[config.mk]
export PLATFORM = sky130hd
export DESIGN_NAME = ram_chk_rdpipe
export DESIGN_NICKNAME = d
export VERILOG_FILES = /design/src/rtl/ram_chk_rdpipe.sv
export SDC_FILE = /design/constraint.sdc
export NUM_CORES = 1
export LEC_CHECK = 0
export BUFFER_PORTS_ARGS = -buffer_cell sky130_fd_sc_hd__buf_2
export CORE_AREA = 2 2 39 41
export CTS_CLUSTER_SIZE = 14
export DETAILED_ROUTE_END_ITERATION = 10
export DIE_AREA = 0 0 41 43
export GPL_ROUTABILITY_DRIVEN = 0
export SYNTH_ARGS = -nofsm -noshare
export SYNTH_HDL_FRONTEND = slang
export SYNTH_SLANG_ARGS = --single-unit
[constraint.sdc]
create_clock -name clk -period 0.8 [get_ports clk]
set_input_delay 0.12 -clock clk [delete_from_list [all_inputs] [get_ports clk]]
set_output_delay 0.12 -clock clk [all_outputs]
set_load 0.01 [all_outputs]
[src/rtl/ram_chk_rdpipe.sv]
// Read-expectation delay line.
// RD_LAT stages; reset flushes every stage.
module ram_chk_rdpipe #(
  parameter int RD_LAT = 1,
  parameter int W      = 8
) (
  input  logic         clk,
  input  logic         reset,
  input  logic [W-1:0] din,
  output logic [W-1:0] dout
);

  logic [W-1:0] stg [RD_LAT];

  always_ff @(posedge clk) begin
    if (reset) begin
      for (int i = 0; i < RD_LAT; i++)
        stg[i] <= '0;
    end else begin
      stg[0] <= din;
      for (int i = 1; i < RD_LAT; i++)
        stg[i] <= stg[i-1];
    end
  end

  assign dout = stg[RD_LAT-1];

endmodule

# --- Yosys cells after proc, flatten, opt, wreduce, memory -nomap -nowiden ---
# Memories as Yosys holds them, arrays and structs flattened.
# Index checks and enable logic that the tools add are counted.
totals:
  output_inout_bits: 8
  register_bits: 0
  memories: 1
  ram_bits: 8
  input_bits: 10
memory_table:
  columns: ["memory", "words", "word_bits", "read_ports", "rd_ports_with_merged_regs", "wr", "line_no", "source"]
  rows:
  - ["stg", 1, 8, 1, 0, 1, "13", "logic [W-1:0] stg [RD_LAT];"]
op_classes:
  muxes: 5
  reduce_logical: 1
ops:
  columns: ["cell", "n"]
  rows:
  - ["$mux 8", 1]
  - ["$reduce_or 8->1", 1]
  - ["$mux 1", 4]

# --- Depth between registers and ports, before layout ---
# Gate-level depths: netlist of the first run.
depth:
  ltp_word: 3
  mapped_depth: 1
  mapped_depth_nobuf: 1

# --- Worst setup path before layout of the first run ---
# No wires, ideal clock.
synth_path:
  path_kind: "flip-flop to output port"
  startpoint: "memory stg[0][0]"
  endpoint: "output dout[0]"
  arrival_time_ns: 0.331
  setup_slack_ns: 0.349
  stages_incl_launch_ff: 1
  path_cell_list: "dfxtp_1"
synth_between:
  elab_chain_len: 1
synth_lines:
  columns: ["item", "line_no", "source"]
  rows:
  - ["start, declared", "13", null]
  - ["$mem_v2 1x8", null, null]
  - ["end, declared", "10", "output logic [W-1:0] dout"]
# Every way passes these cells.

# --- Worst setup path in the final report of the first run ---
layout_path:
  startpoint: "memory stg[0][1]"
  endpoint: "output dout[1]"
# Same word-level chain as after synthesis.

==> metrics.yaml, run 1 <==
run_status:
  outcome: "finished, violations left"
  violations: "setup timing"
final_layout:
  drive_gt1_share_pct: 66.7
  final_area_um2: 368
  largest_registers: "stg: 8 flops"
  top_register: "stg"
  antenna_cells: 0
  syn_to_final_growth_pct: 75.0
  largest_register_ff_count: 8
  instances_no_fill: 52
  nNetsFinal: 48
die:
  rows: 14
  core_area_um2: 1380
  die_area_um2: 1760
  initial_core_util_pct: 15.2
  io_pins: 18
  dieHeight_um: 43
  die_x_um: 41
setup_path:
  crit_slowest_cell: "dfxtp_1"
  crit_chain: "buf_2"
  cp.required_ns: 0.68
  worstPathMaxFanout: 1
  crit_path_end_kind: "primary output"
  cp_top_family: "flip-flops"
  worstPathArrival_ns: 0.68
  critPathLaunchType: "flip-flop"
  crit_buf_inv: 1
  cp-endpoint: "dout[1]"
  critical_path_class: "flip-flop to primary output"
  path_depth: 1
  cpPeakStageDelay_ns: 0.31
  crit_path_start: "stg[0][1]$_SDFF_PP0_"
route:
  dr.pass1.iters: 1
  vias: 165
  drc: 0
  drt_iter0_drc: 0
  wl_per_cell_um: 9.04
  routed_via_density: 3.17
  routed_wl_um: 470
  drtAntennaViolNets: 0
synth:
  syn_area_per_cell_um2: 13.1
  synth_top_area_cell: "dfxtp_1"
  yosysSeqAreaShare_pct: 76.2
  synth_top_cell_area_share_pct: 76.2
  synth_fa_ha_area_share_pct: 0
  syn_nets: 26
  ys_types: 2
  netlist_area_um2: 210
  synth_compound_area_share_pct: 0
  synth_xor_area_share_pct: 0
  synthMuxAreaShare_pct: 0
  ys_seq_elements: 8
  synthCells: 16
  synth_top_family_by_area: "simple AND/OR/NAND/NOR gates"
  yosysWarnings: 0
  synth.area.top_cells: "dfxtp_1, nor2b_1"
  synthSimpleGateAreaFrac_pct: 23.8
clock_tree:
  root_buffer: "clkbuf_4"
  postCtsSetupRepairBufs: 0
  path_clk_slew_ns: 0.05
  htree_levels: 1
  numCtsBuffers: 3
  cts_hold_repair.buffers: 0
  clock-sinks: 8
  tritoncts: "built"
  clock_path_buffers: 2
global_routing:
  grt_max_degree: 9
  overflow: 0
  antenna_found_initial: 0
  grt_pass1_vias: 159
  grt_pass1_wl_um: 710
  grt_usage_pct: 7.17
timing:
  hold_violations: 0
  timing.hold.ws_ns: 0.0782
  setup_slack_ns: -0.00125
  worst_pin_slew_ns: 0.123
  maxSlewViolCount: 0
  clock.fmax_ghz: 1.25
  final-setup-viol-count: 1
  grt_setup_unrepaired: "yes"
  slew_headroom_pct: 91.8
  finalWorstPathRequiredPeriod_ns: 0.801
  post-route-period-util_pct: 100
place:
  dp.cells: 49
  pre_cts_slack_ns: 0.256
  portBuffers: 17
  dpl_cell_area_um2: 315
power:
  p_total_w: 0.000819
  ir_drop_mv: 0.799
  power.density_nw_per_um2: 2230
  p_leak_nw: 0.178
min_path:
  hold_path.class: "input port to flip-flop"
flow_run:
  max_cap_viol_count: 0
-- cell usage in the layout (no fill, tap or decap) --
cell and n:
clkbuf_4 3, dfxtp_1 4, nor2b_1 8, buf_6 4, buf_2 13, dfxtp_2 4
-- layout make-up --
| type | count | area, um2 |
|---|---|---|
| repair buffers | 17 | 110 |
| fillers | 144 | 1020 |
| flip-flops and latches | 8 | 165 |
| clock buffers | 3 | 22.5 |
| well taps | 16 | 20.0 |
| multi-input cells | 8 | 50.0 |
-- worst min path at each step --
stage	startpoint	endpoint	cells past startpoint
after floorplan	reset	stg[0][0]$_SDFF_PP0_	1
after global placement	din[1]	stg[0][1]$_SDFF_PP0_	2
after detailed placement	din[6]	stg[0][6]$_SDFF_PP0_	2
after CTS	din[6]	stg[0][6]$_SDFF_PP0_	2
after global routing	din[6]	stg[0][6]$_SDFF_PP0_	2
final	din[6]	stg[0][6]$_SDFF_PP0_	2
-- cell families (layout without fill, tap and decap cells) --
group	count (synthesis)	count (layout)
DFF	8	8
and+or+nand+nor	8	8
buffers and inverters	0	20
-- through the flow --
stage | util (%) | setup TNS, ns
2_1_floorplan | - | 0
3_3_place_gp | 22.8 | 0
3_5_place_dp | 22.8 | 0
4_1_cts | 25.5 | -0.0577
5_1_grt | 26.6 | -0.188
6_report | 26.6 | -0.00125
-- where the power goes --
part	leakage (nW)	internal (W)	switching (W)	total (W)
Sequential	0.0677	0.000422	0.00000779	0.000430
Clock	0.0138	0.000171	0.000135	0.000306
Combinational	0.0963	0.0000508	0.0000321	0.0000829
-- Yosys cell counts, drive strengths merged --
master	number
nor2b	8
dfxtp	8
-- layer usage --
metal	global-route usage [%]	part of all wire [%]	up-vias
met1	8.85	56	55
met3	8.38	19	2
li1	-	-	88
met2	5.94	23	20
met5	0	0	-
met4	6.00	1.7	0
-- what timing repair did --
| action | CTS | global route |
|---|---|---|
| setup endpoints to repair | 5 | 8 |
| gates resized for setup | 4 | 4 |
| cloned | 0 | 0 |
| endpoints found under the hold margin | 0 | 0 |
Power figures use the tool's default switching activity.
==> run 2: changes to the inputs <==
--- a/config.mk
+++ b/config.mk
@@ -5,7 +5,7 @@
 export SDC_FILE = /design/constraint.sdc
 export NUM_CORES = 1
 export LEC_CHECK = 0
-export BUFFER_PORTS_ARGS = -buffer_cell sky130_fd_sc_hd__buf_2
+export BUFFER_PORTS_ARGS = -buffer_cell sky130_fd_sc_hd__buf_4
 export CORE_AREA = 2 2 39 41
 export CTS_CLUSTER_SIZE = 14
 export DETAILED_ROUTE_END_ITERATION = 10
==> constraint.sdc (replaced) <==
create_clock -name clk -period 1 [get_ports clk]
set_input_delay 0.15 -clock clk [delete_from_list [all_inputs] [get_ports clk]]
set_output_delay 0.15 -clock clk [all_outputs]
set_load 0.01 [all_outputs]
==> run 2 against run 1 <==
Against the previous run:
- the run now ends clean
- die area is the same
- largest cell class unchanged
- power down 20%
- count of clock-buffer cells in the layout unchanged
- clock power shrank 23%
- sequential cell count unchanged
- via count decreased by 1.8%
- critical path type unchanged
- sequential power down 20%
- non-clock buffer count stayed put
- design area is 3.4% higher
- combinational power shrank 9.8%
- largest power group unchanged
- cell count unchanged
- core utilization grew 0.90 points
==> metrics.yaml, run 2 (synthesized netlist as in run 1, its figures left out) <==
final_layout:
  antenna_cells: 0  # unchanged
  top_register: "stg"  # unchanged
  postLayoutCoreUtil_pct: 27.5  # was 26.6%
  syn_to_final_growth_pct: 81.0  # was 75.0%
  largest_register_ff_count: 8  # unchanged
  final_cell_mix: "buf_4, nor2b_1, dfxtp_1, clkbuf_4"  # was buf_2, nor2b_1, buf_6, dfxtp_1, dfxtp_2
  final_common_cell: "buf_4"  # was buf_2
  nNetsFinal: 48  # unchanged
  largest_registers: "stg: 8 flops"  # unchanged
  fillCellCount: 148  # was 144
  final_area_um2: 380  # was 368 um2
  drive_gt1_share_pct: 55.6  # was 66.7%
clock_tree:
  ctsResizeCount: 0  # was 4
  htree_levels: 1  # unchanged
  path_clk_slew_ns: 0.05  # about the same
  clock-sinks: 8  # unchanged
  numCtsBuffers: 3  # unchanged
  cts_hold_repair.buffers: 0  # unchanged
  postCtsSetupRepairBufs: 0  # unchanged
  tritoncts: "built"  # unchanged
  root_buffer: "clkbuf_4"  # unchanged
  clock_path_buffers: 2  # unchanged
setup_path:
  worstPathMaxFanout: 1  # unchanged
  critical_path_class: "flip-flop to primary output"  # unchanged
  cp.required_ns: 0.85  # was 0.68 ns
  critPathLaunchType: "flip-flop"  # unchanged
  cp_top_family: "flip-flops"  # unchanged
  crit_slowest_cell: "dfxtp_1"  # unchanged
  crit_buf_inv: 1  # unchanged
  crit_path_end_kind: "primary output"  # unchanged
  cpPeakStageDelay_ns: 0.30  # was 0.31 ns
  worstPathArrival_ns: 0.68  # about the same
  crit_chain: "buf_4"  # was buf_2
route:
  routed_via_density: 3.12  # was 3.17
  vias: 162  # was 165
  drc: 0  # unchanged
  drt_iter0_drc: 1  # was 0
  dr.pass1.iters: 2  # was 1
  drtAntennaViolNets: 0  # unchanged
  routed_wl_um: 440  # was 470 um
  wl_per_cell_um: 8.46  # was 9.04 um
run_status:
  outcome: "completed"  # was finished, violations left
min_path:
  hold_path.class: "input port to flip-flop"  # unchanged
  hold_start: "reset"  # was din[6]
  min_to: "stg[0][7]$_SDFF_PP0_"  # was stg[0][6]$_SDFF_PP0_
  hold_depth: 2  # unchanged
global_routing:
  grt_pass1_wl_um: 572  # was 710 um
  grt_pass1_vias: 139  # was 159
  antenna_found_initial: 0  # unchanged
  grt_max_degree: 9  # unchanged
  grt_usage_pct: 5.75  # was 7.17%
  overflow: 0  # unchanged
timing:
  hold_violations: 0  # unchanged
  fin_tns_setup_ns: 0  # was -0.00125 ns
  final-setup-viol-count: 0  # was 1
  clock.fmax_ghz: 1.20
  slew_headroom_pct: 92.8  # was 91.8%
  timing.hold.ws_ns: 0.116  # was 0.0782 ns
  worst_pin_slew_ns: 0.108  # was 0.123 ns
  finalWorstPathRequiredPeriod_ns: 0.831
  post-route-period-util_pct: 83.1
  grt_setup_unrepaired: "no"  # was yes
  maxSlewViolCount: 0  # unchanged
place:
  portBuffers: 17  # unchanged
  dpl_cell_area_um2: 358  # was 315 um2
die:
  rows: 14  # unchanged
  initial_core_util_pct: 15.2  # unchanged
  core_area_um2: 1380  # unchanged
  io_pins: 18  # unchanged
  die_x_um: 41  # unchanged
  die_area_um2: 1760  # unchanged
  dieHeight_um: 43  # unchanged
power:
  p_total_w: 0.000651  # was 0.000819 W
  power.density_nw_per_um2: 1710  # was 2230 nW/um2
  p_leak_nw: 0.182  # was 0.178 nW
  ir_drop_mv: 0.420  # was 0.799 mV
flow_run:
  max_cap_viol_count: 0  # unchanged
[run 2: cell type report]
cell class                      instances  area (um2)  area share, %
Sequential cell                         8         160           42.1
Timing Repair Buffer                   17         128           33.6
Multi-Input combinational cell          8        50.0           13.2
Clock buffer                            3        22.5           5.92
Tap cell                               16        20.0           5.26
[run 2: metal layers]
layer,wire length (um),GRT usage [%],up-vias
li1,-,-,88
met1,231,8.17,52
met2,113,4.38,20
met3,81,3.14,2
met4,14,8.00,0
met5,0,0,-
[run 2: per-stage QoR]
| stage | worst slack [ns] | instances |
|---|---|---|
| 2_1_floorplan | 0.519 | 16 |
| 3_3_place_gp | 0.432 | 49 |
| 3_5_place_dp | 0.427 | 49 |
| 4_1_cts | 0.155 | 52 |
| 5_1_grt | 0.137 | 52 |
| 6_report | 0.169 | 52 |
[run 2: worst max path at each step]
stage | startpoint | endpoint | slack [ns] | cells past startpoint
after floorplan | stg[0][0]$_SDFF_PP0_ | dout[0] | 0.52 | 0
after global placement | stg[0][2]$_SDFF_PP0_ | dout[2] | 0.43 | 1
after detailed placement | stg[0][3]$_SDFF_PP0_ | dout[3] | 0.43 | 1
after CTS | stg[0][3]$_SDFF_PP0_ | dout[3] | 0.15 | 1
after global routing | stg[0][3]$_SDFF_PP0_ | dout[3] | 0.14 | 1
final | stg[0][7]$_SDFF_PP0_ | dout[7] | 0.17 | 1
[run 2: where the power goes]
group	internal [W]	switching (W)	leakage [nW]
clock network	0.000137	0.0000984	0.0138
registers	0.000337	0.00000500	0.0667
logic	0.0000497	0.0000251	0.102
total	0.000523	0.000129	0.182
==> run 3: changes to the inputs <==
==> constraint.sdc (replaced) <==
create_clock -name clk -period 0.8 [get_ports clk]
set_input_delay 0.12 -clock clk [delete_from_list [all_inputs] [get_ports clk]]
set_output_delay 0.12 -clock clk [all_outputs]
set_load 0.01 [all_outputs]
==> run 3 against run 2 <==
Against the previous run:
- hold slack worse by 0.040 ns
- setup slack got worse by 0.17 ns
- non-clock buffer count unchanged
- global-route usage up 0.49 points
- combinational power is 42% higher
- first-iteration DRC count is the same
- critical path depth did not move
- clock power up 29%
- via count up 3.7%
- cell count is the same
- critical path type unchanged
- critical endpoint is now dout[3]
==> metrics.yaml, run 3 (synthesized netlist as in run 1, its figures left out) <==
timing:
  slew_headroom_pct: 92.6  # was 92.8%
  post-route-period-util_pct: 99.5
  clock.fmax_ghz: 1.26
  finalWorstPathRequiredPeriod_ns: 0.796
  worst_pin_slew_ns: 0.110  # was 0.108 ns
  grt_setup_unrepaired: "yes"  # was no
  hold_violations: 0  # unchanged
  fin_tns_setup_ns: 0  # unchanged
  timing.hold.ws_ns: 0.0763  # was 0.116 ns
  maxSlewViolCount: 0  # unchanged
  final-setup-viol-count: 0  # unchanged
  setup_slack_ns: 0.00371  # was 0.169 ns
run_status:
  outcome: "completed"  # unchanged
final_layout:
  largest_registers: "stg: 8 flops"  # unchanged
  largest_register_ff_count: 8  # unchanged
  antenna_cells: 0  # unchanged
  multi_input_area_um2: 50.0  # unchanged
  final_common_cell: "buf_4"  # unchanged
  top_register: "stg"  # unchanged
  nNetsFinal: 48  # unchanged
  fillCellCount: 147  # was 148
  drive_gt1_share_pct: 77.8  # was 55.6%
  final_cell_mix: "buf_4, nor2b_1, buf_6, dfxtp_2, clkbuf_4"  # was buf_4, nor2b_1, dfxtp_1, clkbuf_4
  seqCellArea_um2: 170  # was 160 um2
  syn_to_final_growth_pct: 100  # was 81.0%
  final_area_um2: 420  # was 380 um2
route:
  routed_via_density: 3.23  # was 3.12
  wl_per_cell_um: 8.87  # was 8.46 um
  routed_wl_um: 461  # was 440 um
  drt_iter0_drc: 1  # unchanged
  dr.pass1.iters: 2  # unchanged
  drc: 0  # unchanged
  drtAntennaViolNets: 0  # unchanged
  vias: 168  # was 162
global_routing:
  grt_usage_pct: 6.24  # was 5.75%
  global_route.usage.met3_pct: 3.14  # unchanged
  grt_busiest_layer: "met1"  # unchanged
  grtUsageMet2_pct: 5.94  # was 4.38%
  grt_pass1_vias: 151  # was 139
  overflow: 0  # unchanged
  grt_use_met1_pct: 8.12  # was 8.17%
  antenna_found_initial: 0  # unchanged
  grt_max_degree: 9  # unchanged
  grt_pass1_wl_um: 627  # was 572 um
setup_path:
  worstPathMaxFanout: 1  # unchanged
  worstPathArrival_ns: 0.68  # about the same
  critical_path_class: "flip-flop to primary output"  # unchanged
  crit_buf_inv: 1  # unchanged
  critPathLaunchType: "flip-flop"  # unchanged
  cp_top_family: "flip-flops"  # unchanged
  crit_chain: "buf_6"  # was buf_4
  cp.required_ns: 0.68  # was 0.85 ns
  crit_slowest_cell: "dfxtp_2"  # was dfxtp_1
  crit_path_end_kind: "primary output"  # unchanged
  cpPeakStageDelay_ns: 0.32  # was 0.30 ns
die:
  initial_core_util_pct: 15.2  # unchanged
  die_area_um2: 1760  # unchanged
  die_x_um: 41  # unchanged
  dieHeight_um: 43  # unchanged
  io_pins: 18  # unchanged
  core_area_um2: 1380  # unchanged
  rows: 14  # unchanged
flow_run:
  max_cap_viol_count: 0  # unchanged
clock_tree:
  clock-sinks: 8  # unchanged
  root_buffer: "clkbuf_4"  # unchanged
  clock_path_buffers: 2  # unchanged
  path_clk_slew_ns: 0.05  # about the same
  tritoncts: "built"  # unchanged
  htree_levels: 1  # unchanged
  cts_hold_repair.buffers: 0  # unchanged
  numCtsBuffers: 3  # unchanged
min_path:
  hold_path.class: "input port to flip-flop"  # unchanged
place:
  portBuffers: 17  # unchanged
  dpl_cell_area_um2: 358  # unchanged
  pre_cts_slack_ns: 0.257  # was 0.427 ns
power:
  p_leak_nw: 0.192  # was 0.182 nW
  power.density_nw_per_um2: 2010  # was 1710 nW/um2
  ir_drop_mv: 0.520  # was 0.420 mV
run 3: cell counts in the layout (fill, tap and decap cells not counted):
No cell type changed its count.
run 3: cell type report:
type	instances	share of cell area (%)
well taps	16	4.76
multi-input cells	8	11.9
repair buffers	17	37.5
flip-flops and latches	8	40.5
clock buffers	3	5.36
run 3: where the power goes:
part	internal, W	switching, W
Sequential	0.000425	0.0000100
Combinational	0.0000747	0.0000315
Clock	0.000171	0.000131
run 3: metal layers:
metal,vias to the layer above,wire [um]
met5,-,0
met4,0,14
met3,2,84
met2,20,139
met1,58,223
li1,88,-
run 3: worst paths after layout:
path                  from                   end  slack [ns]  cells past startpoint
max   stg[0][3]$_SDFF_PP0_               dout[3]       0.004                      1
min                  reset  stg[0][5]$_SDFF_PP0_        0.08                      2
run 3: through the flow:
step	std cells	total power [W]	utilization, %
4_1_cts	52	0.000849	29.8
5_1_grt	52	0.000877	30.4
2_1_floorplan	16	0.000459	-
3_5_place_dp	49	0.000530	25.9
6_report	52	0.000843	30.4
3_3_place_gp	49	0.000530	25.9
run 3: repair_timing:
item | 4_1_cts | 5_1_grt
pin swaps | 0 | 0
setup endpoints to repair | 7 | 8
resized for setup | 12 | 4
setup buffers | 0 | 0
